===== src/rtl/compare_sweep_ctrl_if.sv =====
// Purpose : operand/flag bus between the sweep controller and a 2-bit comparator under test.
// Latency : none, plain wires.
// Backpr. : none, flags are sampled only after the operands have settled.
// Ports   : A, B    - operands, driven by the controller (master)
//           AgtB, AeqB, AltB - comparator flags, driven by the comparator (slave)
interface compare_sweep_ctrl_if;
  logic [1:0] A;
  logic [1:0] B;
  logic       AgtB;
  logic       AeqB;
  logic       AltB;

  modport master (
    output A,
    output B,
    input  AgtB,
    input  AeqB,
    input  AltB
  );

  modport slave (
    input  A,
    input  B,
    output AgtB,
    output AeqB,
    output AltB
  );
endinterface


===== src/rtl/compare_sweep_ctrl.sv =====
// Purpose : sweeps all 16 {A,B} operand pairs into a 2-bit comparator and checks its one-hot flags.
// Latency : done pulses 16*(SETTLE_CYCLES+1) cycles after the start-accepting edge.
// Backpr. : none; start is only honoured in IDLE, abort cancels a running sweep at the next edge.
// Ports   : clk, rst_n (async, active-low); start/abort control inputs;
//           cmp (master) drives A/B and receives AgtB/AeqB/AltB;
//           busy, done, pass, err_cnt, first_fail_idx, first_fail_valid status outputs.
module compare_sweep_ctrl #(
  parameter int unsigned SETTLE_CYCLES = 1
) (
  input  logic                        clk,
  input  logic                        rst_n,
  input  logic                        start,
  input  logic                        abort,
  compare_sweep_ctrl_if.master        cmp,
  output logic                        busy,
  output logic                        done,
  output logic                        pass,
  output logic [4:0]                  err_cnt,
  output logic [3:0]                  first_fail_idx,
  output logic                        first_fail_valid
);

  // The settle counter is 4 bits wide, so anything outside 1..15 cannot be represented.
  if (SETTLE_CYCLES < 1 || SETTLE_CYCLES > 15) begin : g_bad_settle
    $error("compare_sweep_ctrl: SETTLE_CYCLES must be in 1..15");
  end

  localparam logic [3:0] SETTLE_LOAD = 4'(SETTLE_CYCLES);
  localparam logic [3:0] IDX_LAST    = 4'd15;

  typedef enum logic [1:0] {
    IDLE   = 2'd0,
    WAIT   = 2'd1,
    SAMPLE = 2'd2,
    DONE   = 2'd3
  } state_t;

  state_t     state_q, state_d;
  logic [3:0] idx_q, idx_d;
  logic [3:0] settle_q, settle_d;
  logic [4:0] err_cnt_q, err_cnt_d;
  logic [3:0] ff_idx_q, ff_idx_d;
  logic       ff_vld_q, ff_vld_d;
  logic       pass_q, pass_d;

  // Flag evaluation against the registered operands.
  logic [1:0] op_a;
  logic [1:0] op_b;
  logic [2:0] flags_exp;
  logic [2:0] flags_obs;
  logic       mismatch;
  logic [4:0] err_cnt_inc;

  always_comb begin
    op_a      = idx_q[3:2];
    op_b      = idx_q[1:0];
    flags_exp = {(op_a > op_b), (op_a == op_b), (op_a < op_b)};
    flags_obs = {cmp.AgtB, cmp.AeqB, cmp.AltB};
    // A whole-vector compare catches all-zero and multi-hot flags as well as a wrong single flag.
    mismatch    = (flags_obs != flags_exp);
    err_cnt_inc = err_cnt_q + {4'd0, mismatch};
  end

  // ---------------------------------------------------------------------------
  // Next-state and datapath updates
  // ---------------------------------------------------------------------------
  always_comb begin
    state_d  = state_q;
    idx_d    = idx_q;
    settle_d = settle_q;
    err_cnt_d = err_cnt_q;
    ff_idx_d = ff_idx_q;
    ff_vld_d = ff_vld_q;
    pass_d   = pass_q;

    unique case (state_q)
      IDLE: begin
        if (start) begin
          state_d   = WAIT;
          idx_d     = 4'd0;
          settle_d  = SETTLE_LOAD;
          err_cnt_d = 5'd0;
          ff_idx_d  = 4'd0;
          ff_vld_d  = 1'b0;
          pass_d    = 1'b0;
        end
      end

      WAIT: begin
        if (abort) begin
          // Operands return to zero so the comparator sees a quiet bus after a cancel.
          state_d = IDLE;
          idx_d   = 4'd0;
        end else begin
          settle_d = settle_q - 4'd1;
          // <= rather than == so a corrupted zero count cannot wrap into a 16-cycle stall.
          if (settle_q <= 4'd1) begin
            state_d = SAMPLE;
          end
        end
      end

      SAMPLE: begin
        if (abort) begin
          // Abort wins: the vector under test is dropped without being scored.
          state_d = IDLE;
          idx_d   = 4'd0;
        end else begin
          if (mismatch) begin
            err_cnt_d = err_cnt_inc;
            if (!ff_vld_q) begin
              ff_idx_d = idx_q;
              ff_vld_d = 1'b1;
            end
          end
          if (idx_q == IDX_LAST) begin
            // pass must already be valid during the DONE cycle, so use the count including this vector.
            state_d = DONE;
            pass_d  = (err_cnt_inc == 5'd0);
          end else begin
            state_d  = WAIT;
            idx_d    = idx_q + 4'd1;
            settle_d = SETTLE_LOAD;
          end
        end
      end

      DONE: begin
        // Unconditional return; a held start is picked up on the following IDLE edge.
        state_d = IDLE;
      end

      default: begin
        state_d = IDLE;
      end
    endcase
  end

  // ---------------------------------------------------------------------------
  // State registers
  // ---------------------------------------------------------------------------
  always_ff @(posedge clk or negedge rst_n) begin
    if (!rst_n) begin
      state_q   <= IDLE;
      idx_q     <= 4'd0;
      settle_q  <= 4'd0;
      err_cnt_q <= 5'd0;
      ff_idx_q  <= 4'd0;
      ff_vld_q  <= 1'b0;
      pass_q    <= 1'b0;
    end else begin
      state_q   <= state_d;
      idx_q     <= idx_d;
      settle_q  <= settle_d;
      err_cnt_q <= err_cnt_d;
      ff_idx_q  <= ff_idx_d;
      ff_vld_q  <= ff_vld_d;
      pass_q    <= pass_d;
    end
  end

  // ---------------------------------------------------------------------------
  // Outputs: all decoded straight from flops, so reset clears them without a clock.
  // ---------------------------------------------------------------------------
  assign cmp.A            = idx_q[3:2];
  assign cmp.B            = idx_q[1:0];
  assign busy             = (state_q != IDLE);
  assign done             = (state_q == DONE);
  assign pass             = pass_q;
  assign err_cnt          = err_cnt_q;
  assign first_fail_idx   = ff_idx_q;
  assign first_fail_valid = ff_vld_q;

  // ---------------------------------------------------------------------------
  // Invariants
  // ---------------------------------------------------------------------------
  a_err_range : assert property (@(posedge clk) disable iff (!rst_n) err_cnt_q <= 5'd16);
  a_done_1cyc : assert property (@(posedge clk) disable iff (!rst_n) done |=> !done);
  a_ff_vld    : assert property (@(posedge clk) disable iff (!rst_n)
                                 (err_cnt_q != 5'd0) == ff_vld_q);

endmodule


===== src/flat_wrapper.sv =====
// flat-port wrapper written by rule: the top's interface ports become plain ports
module compare_sweep_ctrl_flat 
#(
  parameter int unsigned SETTLE_CYCLES = 1
)
  (clk, rst_n, start, abort, busy, done, pass, err_cnt, first_fail_idx, first_fail_valid, cmp_A, cmp_B, cmp_AgtB, cmp_AeqB, cmp_AltB);
  compare_sweep_ctrl_if cmp_i ();
  input  logic clk;
  input  logic rst_n;
  input  logic start;
  input  logic abort;
  output logic busy;
  output logic done;
  output logic pass;
  output logic [4:0] err_cnt;
  output logic [3:0] first_fail_idx;
  output logic first_fail_valid;
  output wire logic [$bits(cmp_i.A)-1:0] cmp_A;
  output wire logic [$bits(cmp_i.B)-1:0] cmp_B;
  input wire logic [$bits(cmp_i.AgtB)-1:0] cmp_AgtB;
  input wire logic [$bits(cmp_i.AeqB)-1:0] cmp_AeqB;
  input wire logic [$bits(cmp_i.AltB)-1:0] cmp_AltB;
  assign cmp_A = cmp_i.A;
  assign cmp_B = cmp_i.B;
  assign cmp_i.AgtB = cmp_AgtB;
  assign cmp_i.AeqB = cmp_AeqB;
  assign cmp_i.AltB = cmp_AltB;
  compare_sweep_ctrl #(.SETTLE_CYCLES(SETTLE_CYCLES)) u_core (.clk(clk), .rst_n(rst_n), .start(start), .abort(abort), .cmp(cmp_i), .busy(busy), .done(done), .pass(pass), .err_cnt(err_cnt), .first_fail_idx(first_fail_idx), .first_fail_valid(first_fail_valid));
endmodule

===== config.mk =====
export PLATFORM = sky130hd
export DESIGN_NAME = compare_sweep_ctrl_flat
export DESIGN_NICKNAME = d
export VERILOG_FILES = /design/src/rtl/compare_sweep_ctrl_if.sv /design/src/rtl/compare_sweep_ctrl.sv /design/src/flat_wrapper.sv
export SDC_FILE = /design/constraint.sdc
export NUM_CORES = 1
export LEC_CHECK = 0
export CORE_ASPECT_RATIO = 1.1
export CORE_MARGIN = 2
export CORE_UTILIZATION = 30
export CTS_BUF_LIST = sky130_fd_sc_hd__clkbuf_8
export DETAILED_ROUTE_END_ITERATION = 10
export PLACE_DENSITY = 0.56
export SLEW_MARGIN = 30
export SYNTH_ARGS = -nofsm -noshare
export SYNTH_HDL_FRONTEND = slang
export SYNTH_SLANG_ARGS = --single-unit

===== constraint.sdc =====
create_clock -name clk -period 2.7 [get_ports clk]
set_clock_uncertainty 0.15 [all_clocks]
set_input_delay 0.27 -clock clk [delete_from_list [all_inputs] [get_ports clk]]
set_output_delay 0.27 -clock clk [all_outputs]
set_load 0.02 [all_outputs]

# Word level (Yosys, flattened, before mapping)
# Index checks and enable logic that the tools add are counted.
# W data, S select, Z words.
[op_classes] n_addsub=3 mul=0 div_mod_pow=0 magnitude_cmp=3 eq_ne=16 shift=0 mux=31 n_bitwise=0 n_reduce_logical=11
[ops] op="$mux W4" count=11
[ops] op="$pmux W4 S3" count=2
[ops] op="$mux W5" count=3
[ops] op="$ne A2 B2 Y1 const B" count=6
[ops] op="$reduce_and A4 Y1" count=3
[ops] op="$mux W2" count=5
[ops] op="$pmux W5 S2" count=1
[ops] op="$reduce_and A5 Y1" count=2
[ops] op="$pmux W2 S4" count=1
[ops] op="$pmux W4 S2" count=1
[ops] op="$add A5 B1 Y5" count=1
[ops] op="$logic_not A5 Y1" count=1
[ops] op="$mux W1" count=5
[ops] op="$add A4 B1 Y4 const B" count=1
[ops] op="$eq A2 B2 Y1 const B" count=2
[ops] op="$eq A4 B4 Y1 const B" count=1
[ops] op="$le A4 B1 Y1 const B" count=1
[ops] op="$ne A2 B1 Y1 const B" count=2
[ops] op="$pmux W1 S2" count=2
[ops] op="$reduce_bool A2 Y1" count=2
[ops] op="$sub A4 B1 Y4 const B" count=1
[ops] op="$ne A3 B2 Y1 const B" count=1
[ops] op="$ne A3 B3 Y1" count=1
[ops] op="$ne A3 B3 Y1 const B" count=1
[ops] op="other kinds (7)" count=7
[word_totals] regBits=21 latch_bits=0 ram_bits=0 romBits=0 in_bits=7 out_inout_bits=17 memories=0

# Depth between registers and ports, before layout
[logic_depth] word_depth=7 ltp_mapped=12 depth_no_buf=12

# Least setup slack after synthesis
# Ideal clock, no wire load.
[synth_timing] path_kind="register to register" from="register u_core.idx_q[1]" to="register u_core.pass_q (netlist: u_core.pass)" arrival_time_ns=2.832 required_ns=2.485 setup_slack_ns=-0.347 path_stages_with_launch=13 n_path_buf=0 period_less_slack_ns=3.047 cell_sequence="dfrtp_1 inv_1 ha_1 nor2b_1 o21ai_1 xor2_2 nand2_1 ha_1 ha_1 nor4_1 a31oi_1 nor4_1 mux2_2"
[synth_via] elab_chain_len=7 elab_cells_between_ends=12 cone_classes="add/sub (1); order compare (2); eq/ne (4); mux (3); reduce/logical (2)"
[synth_lines] item="start: declaration" line="compare_sweep_ctrl.sv:39" rtl="logic [3:0] idx_q, idx_d;"
[synth_lines] item="start signal: assignment" line="compare_sweep_ctrl.sv:153" rtl="idx_q <= idx_d;"
[synth_lines] item="$lt A2 B2 Y1, or another cell as far along" line="compare_sweep_ctrl.sv:57" rtl="flags_exp = {(op_a > op_b), (op_a == op_b), (op_a < op_b)};"
[synth_lines] item="$ne A3 B3 Y1" line="compare_sweep_ctrl.sv:60" rtl="mismatch = (flags_obs != flags_exp);"
[synth_lines] item="$add A5 B1 Y5" line="compare_sweep_ctrl.sv:61" rtl="err_cnt_inc = err_cnt_q + {4'd0, mismatch};"
[synth_lines] item="$logic_not A5 Y1" line="compare_sweep_ctrl.sv:119" rtl="pass_d = (err_cnt_inc == 5'd0);"
[synth_lines] item="$mux W1" line="compare_sweep_ctrl.sv:116" rtl="if (idx_q == IDX_LAST) begin"
[synth_lines] item="$mux W1" line="compare_sweep_ctrl.sv:104" rtl="if (abort) begin"
[synth_lines] item="$pmux W1 S2" line="compare_sweep_ctrl.sv:76" rtl="unique case (state_q)"
[synth_lines] item="end signal: assignment" line="compare_sweep_ctrl.sv:158" rtl="pass_q <= pass_d;"
[synth_lines] item="end: declaration" line="compare_sweep_ctrl.sv:44" rtl="logic pass_q, pass_d;"
# Several ways; a longest one is shown, not always the timed one. The select of a mux whose other input is x is not followed.
# A chain may end at the register's enable or synchronous reset.

# Worst setup path after layout
[layout_timing] from="register u_core.idx_q[0]" to="register u_core.pass_q (netlist: u_core.pass)"
# The elaborated chain is that of the path after synthesis.

==> metrics.cfg <==
[pwr]
switching_share=0.424
powerDensity_nw_per_um2=687
switching_power_mw=0.564
internal_power_mw=0.766
power_frac_seq=0.347
combPwrFrac=0.487
pwr-share-clk=0.166
power.leakage_nw=0.800
vdd_drop_max_uv=276

[logic_synthesis]
syn_area_per_cell_um2=9.40
synthXorXnorAreaFrac=0.0176
synth_fa_ha_area_frac=0.0617
yosysSeqAreaShare=0.370
syn_area_um2=1420
synthTopCellsByCount=dfrtp_1, nand2_1, inv_1, nand4_1, o21ai_0
synth_flop_cell=dfrtp_1
synth_top_family_by_area=simple AND/OR/NAND/NOR gates
synth_largest_area_cell=dfrtp_1
syn_inst=151
synth_edf_count=0
ys_types=51
async_flop_share=1.00
yosysTopAreaCellShare=0.370
synth.most_common_cell=dfrtp_1
synthTopCellsByArea=dfrtp_1, ha_1, nand2_1
synth-compound-area-share=0.239
synth_nets=165
yosys.area_share.simple=0.242
synth.area.mux_share=0.0220
yosysWarningCount=0
ys_ff_latch=21

[worst_setup_path]
path_class=reg -> reg
crit_required_ns=2.76
worstPathMaxFanout=5
reg2reg_depth=11
timing.rr.start=u_core.idx_q[0]
worst_setup_path_start_kind=flip-flop
endpoint_kind=flip-flop
r2r_end=u_core.pass
arrival_ns=2.92
reg2reg_setup_slack_ns=-0.16

[drt]
num_vias=1363
totalWireLength_mm=3.86
drc_errors=0
drt_first_pass_iters=4
wl_per_cell_um=15.8
via_per_inst=5.56
drtIter0Drc=100
ant_nets=0

[cts]
htree_levels=1
clk_pin_slew_worst_paths_ns=0.09
cts_tree=yes
cts_root_buf=clkbuf_8
cts_buffer_depth=2
clk_latency_ns=0.27
cts.sinks=21
cts_buffers=3

[floorplanning]
core_um2=4590
start_util=0.310
fp.dieH_um=76.2
die_area_um2=5300
num_rows=26
fp.dieW_um=69.6
io_pins=24

[sta]
fin_crit_sh=1.06
fin_crit_ns=2.86
setup_viol=1
timing.fmax_mhz=350
holdWs_ns=0.218
rsz0062_at_grt=true
tightest_slew_ns=0.635
layout_setup_ws_ns=-0.160
finalHoldViolCount=0
max_slew_margin=0.576
finalMaxSlewViolations=0

[cells_and_area]
final_cells=245
antenna_cells=0
fin_util=0.422
layout-drive-gt1-share=0.243
area_growth_pct=36.4
nets=204

[place]
dpl.cell_count=235
gp_congestion=0.865
port_buffers=23
dp_hpwl_mm=2.76

[worst_hold_path]
hold_class=in -> async

[status]
outcome=finished with violations
violations=setup timing

[job]
cap_violations=0

[global_route]
grt_max_degree=23
grt_pass1_vias=1313
track_usage=0.144
antenna_found_initial=0
grt_first_pass_wirelength_mm=6.32
overflow=0

## repair_timing
item                       CTS  global route
setup endpoints to repair    1             2
gates resized for setup      2            10
pin swaps                    0            11
buffers inserted             0             6
hold buffers                 0             0
## worst max-delay path, stage by stage, from the launching register on
cell and delay [ns]:
dfrtp_2 0.43, ha_4 0.28, inv_2 0.03, a221o_1 0.39
a211oi_4 0.19, nand2_2 0.11, ha_4 0.19, ha_4 0.18
nor4_4 0.15, a31oi_1 0.07, nor4_1 0.40, mux2_4 0.22
## cell families (layout without fill, tap and decap cells)
kind of cell             after synthesis  in the layout
AO/OA/AOI/OAI                         43             43
XOR/XNOR                               2              2
adder cells (fa/ha/maj)                7              7
buffers and inverters                 14             52
flip-flops                            21             21
multiplexers                           3              3
AND/OR/NAND/NOR                       61             61
## cell type report
class | count | area (um^2)
clock buffer | 3 | 41.3
timing repair buffer | 39 | 350
clock inverter | 1 | 7.51
multi-input combinational | 116 | 902
fill | 438 | 2650
sequential | 21 | 529
inverter | 9 | 36.3
tap | 56 | 70.1
## state kept, by name (all words and copies together) (netlist names)
name / cells
u_core.first_fail_valid: 1
u_core.err_cnt: 5
u_core.first_fail_idx: 4
u_core.idx_q: 4
u_core.state_q: 2
u_core.settle_q: 4
u_core.pass: 1
## worst max path at each step
stage                    start          end  slack [ns]
2_1_floorplan  u_core.idx_q[2]  u_core.pass       -0.13
3_3_place_gp          cmp_AltB  u_core.pass        0.06
3_5_place_dp          cmp_AltB  u_core.pass       -0.08
4_1_cts        u_core.idx_q[0]  u_core.pass       -0.04
5_1_grt        u_core.idx_q[0]  u_core.pass       -0.18
6_report       u_core.idx_q[0]  u_core.pass       -0.16
## layer usage
layer	wire length, um	vias to the layer above	GRT usage
li1	-	640	-
met1	1610	662	0.192
met2	1990	53	0.239
met3	191	8	0.0159
met4	74	0	0.0569
met5	0	-	0
## power groups by stage
stage	clock network, mW	logic [mW]	registers [mW]
after floorplan	0	0.433	0.440
after global placement	0	0.578	0.460
after detailed placement	0	0.596	0.461
after CTS	0.226	0.600	0.455
after global routing	0.247	0.710	0.475
final	0.221	0.647	0.461
## placed cells by master, fill, tap and decap left out, drive strengths merged, types with 3 or more instances in the layout
cell type,n
dfrtp,21
clkbuf,3
ha,7
a21oi,5
nor4,3
inv,9
nand2,19
a22o,5
buf,16
nand4,10
o211ai,3
nand2b,5
nand3,6
o21ai,11
clkdlybuf4s50,23
o31ai,3
nor2,7
## stage by stage
stage	TNS, ns	total power [mW]	setup WS (ns)	cell area, um^2
2_1_floorplan	-0.128	0.873	-0.128	1430
3_5_place_dp	-0.0879	1.06	-0.0822	1770
6_report	-0.160	1.33	-0.160	1940
5_1_grt	-0.179	1.43	-0.179	1940
3_3_place_gp	0	1.04	0.0576	1770
4_1_cts	-0.0438	1.28	-0.0438	1840
Power figures use the tool's default switching activity.
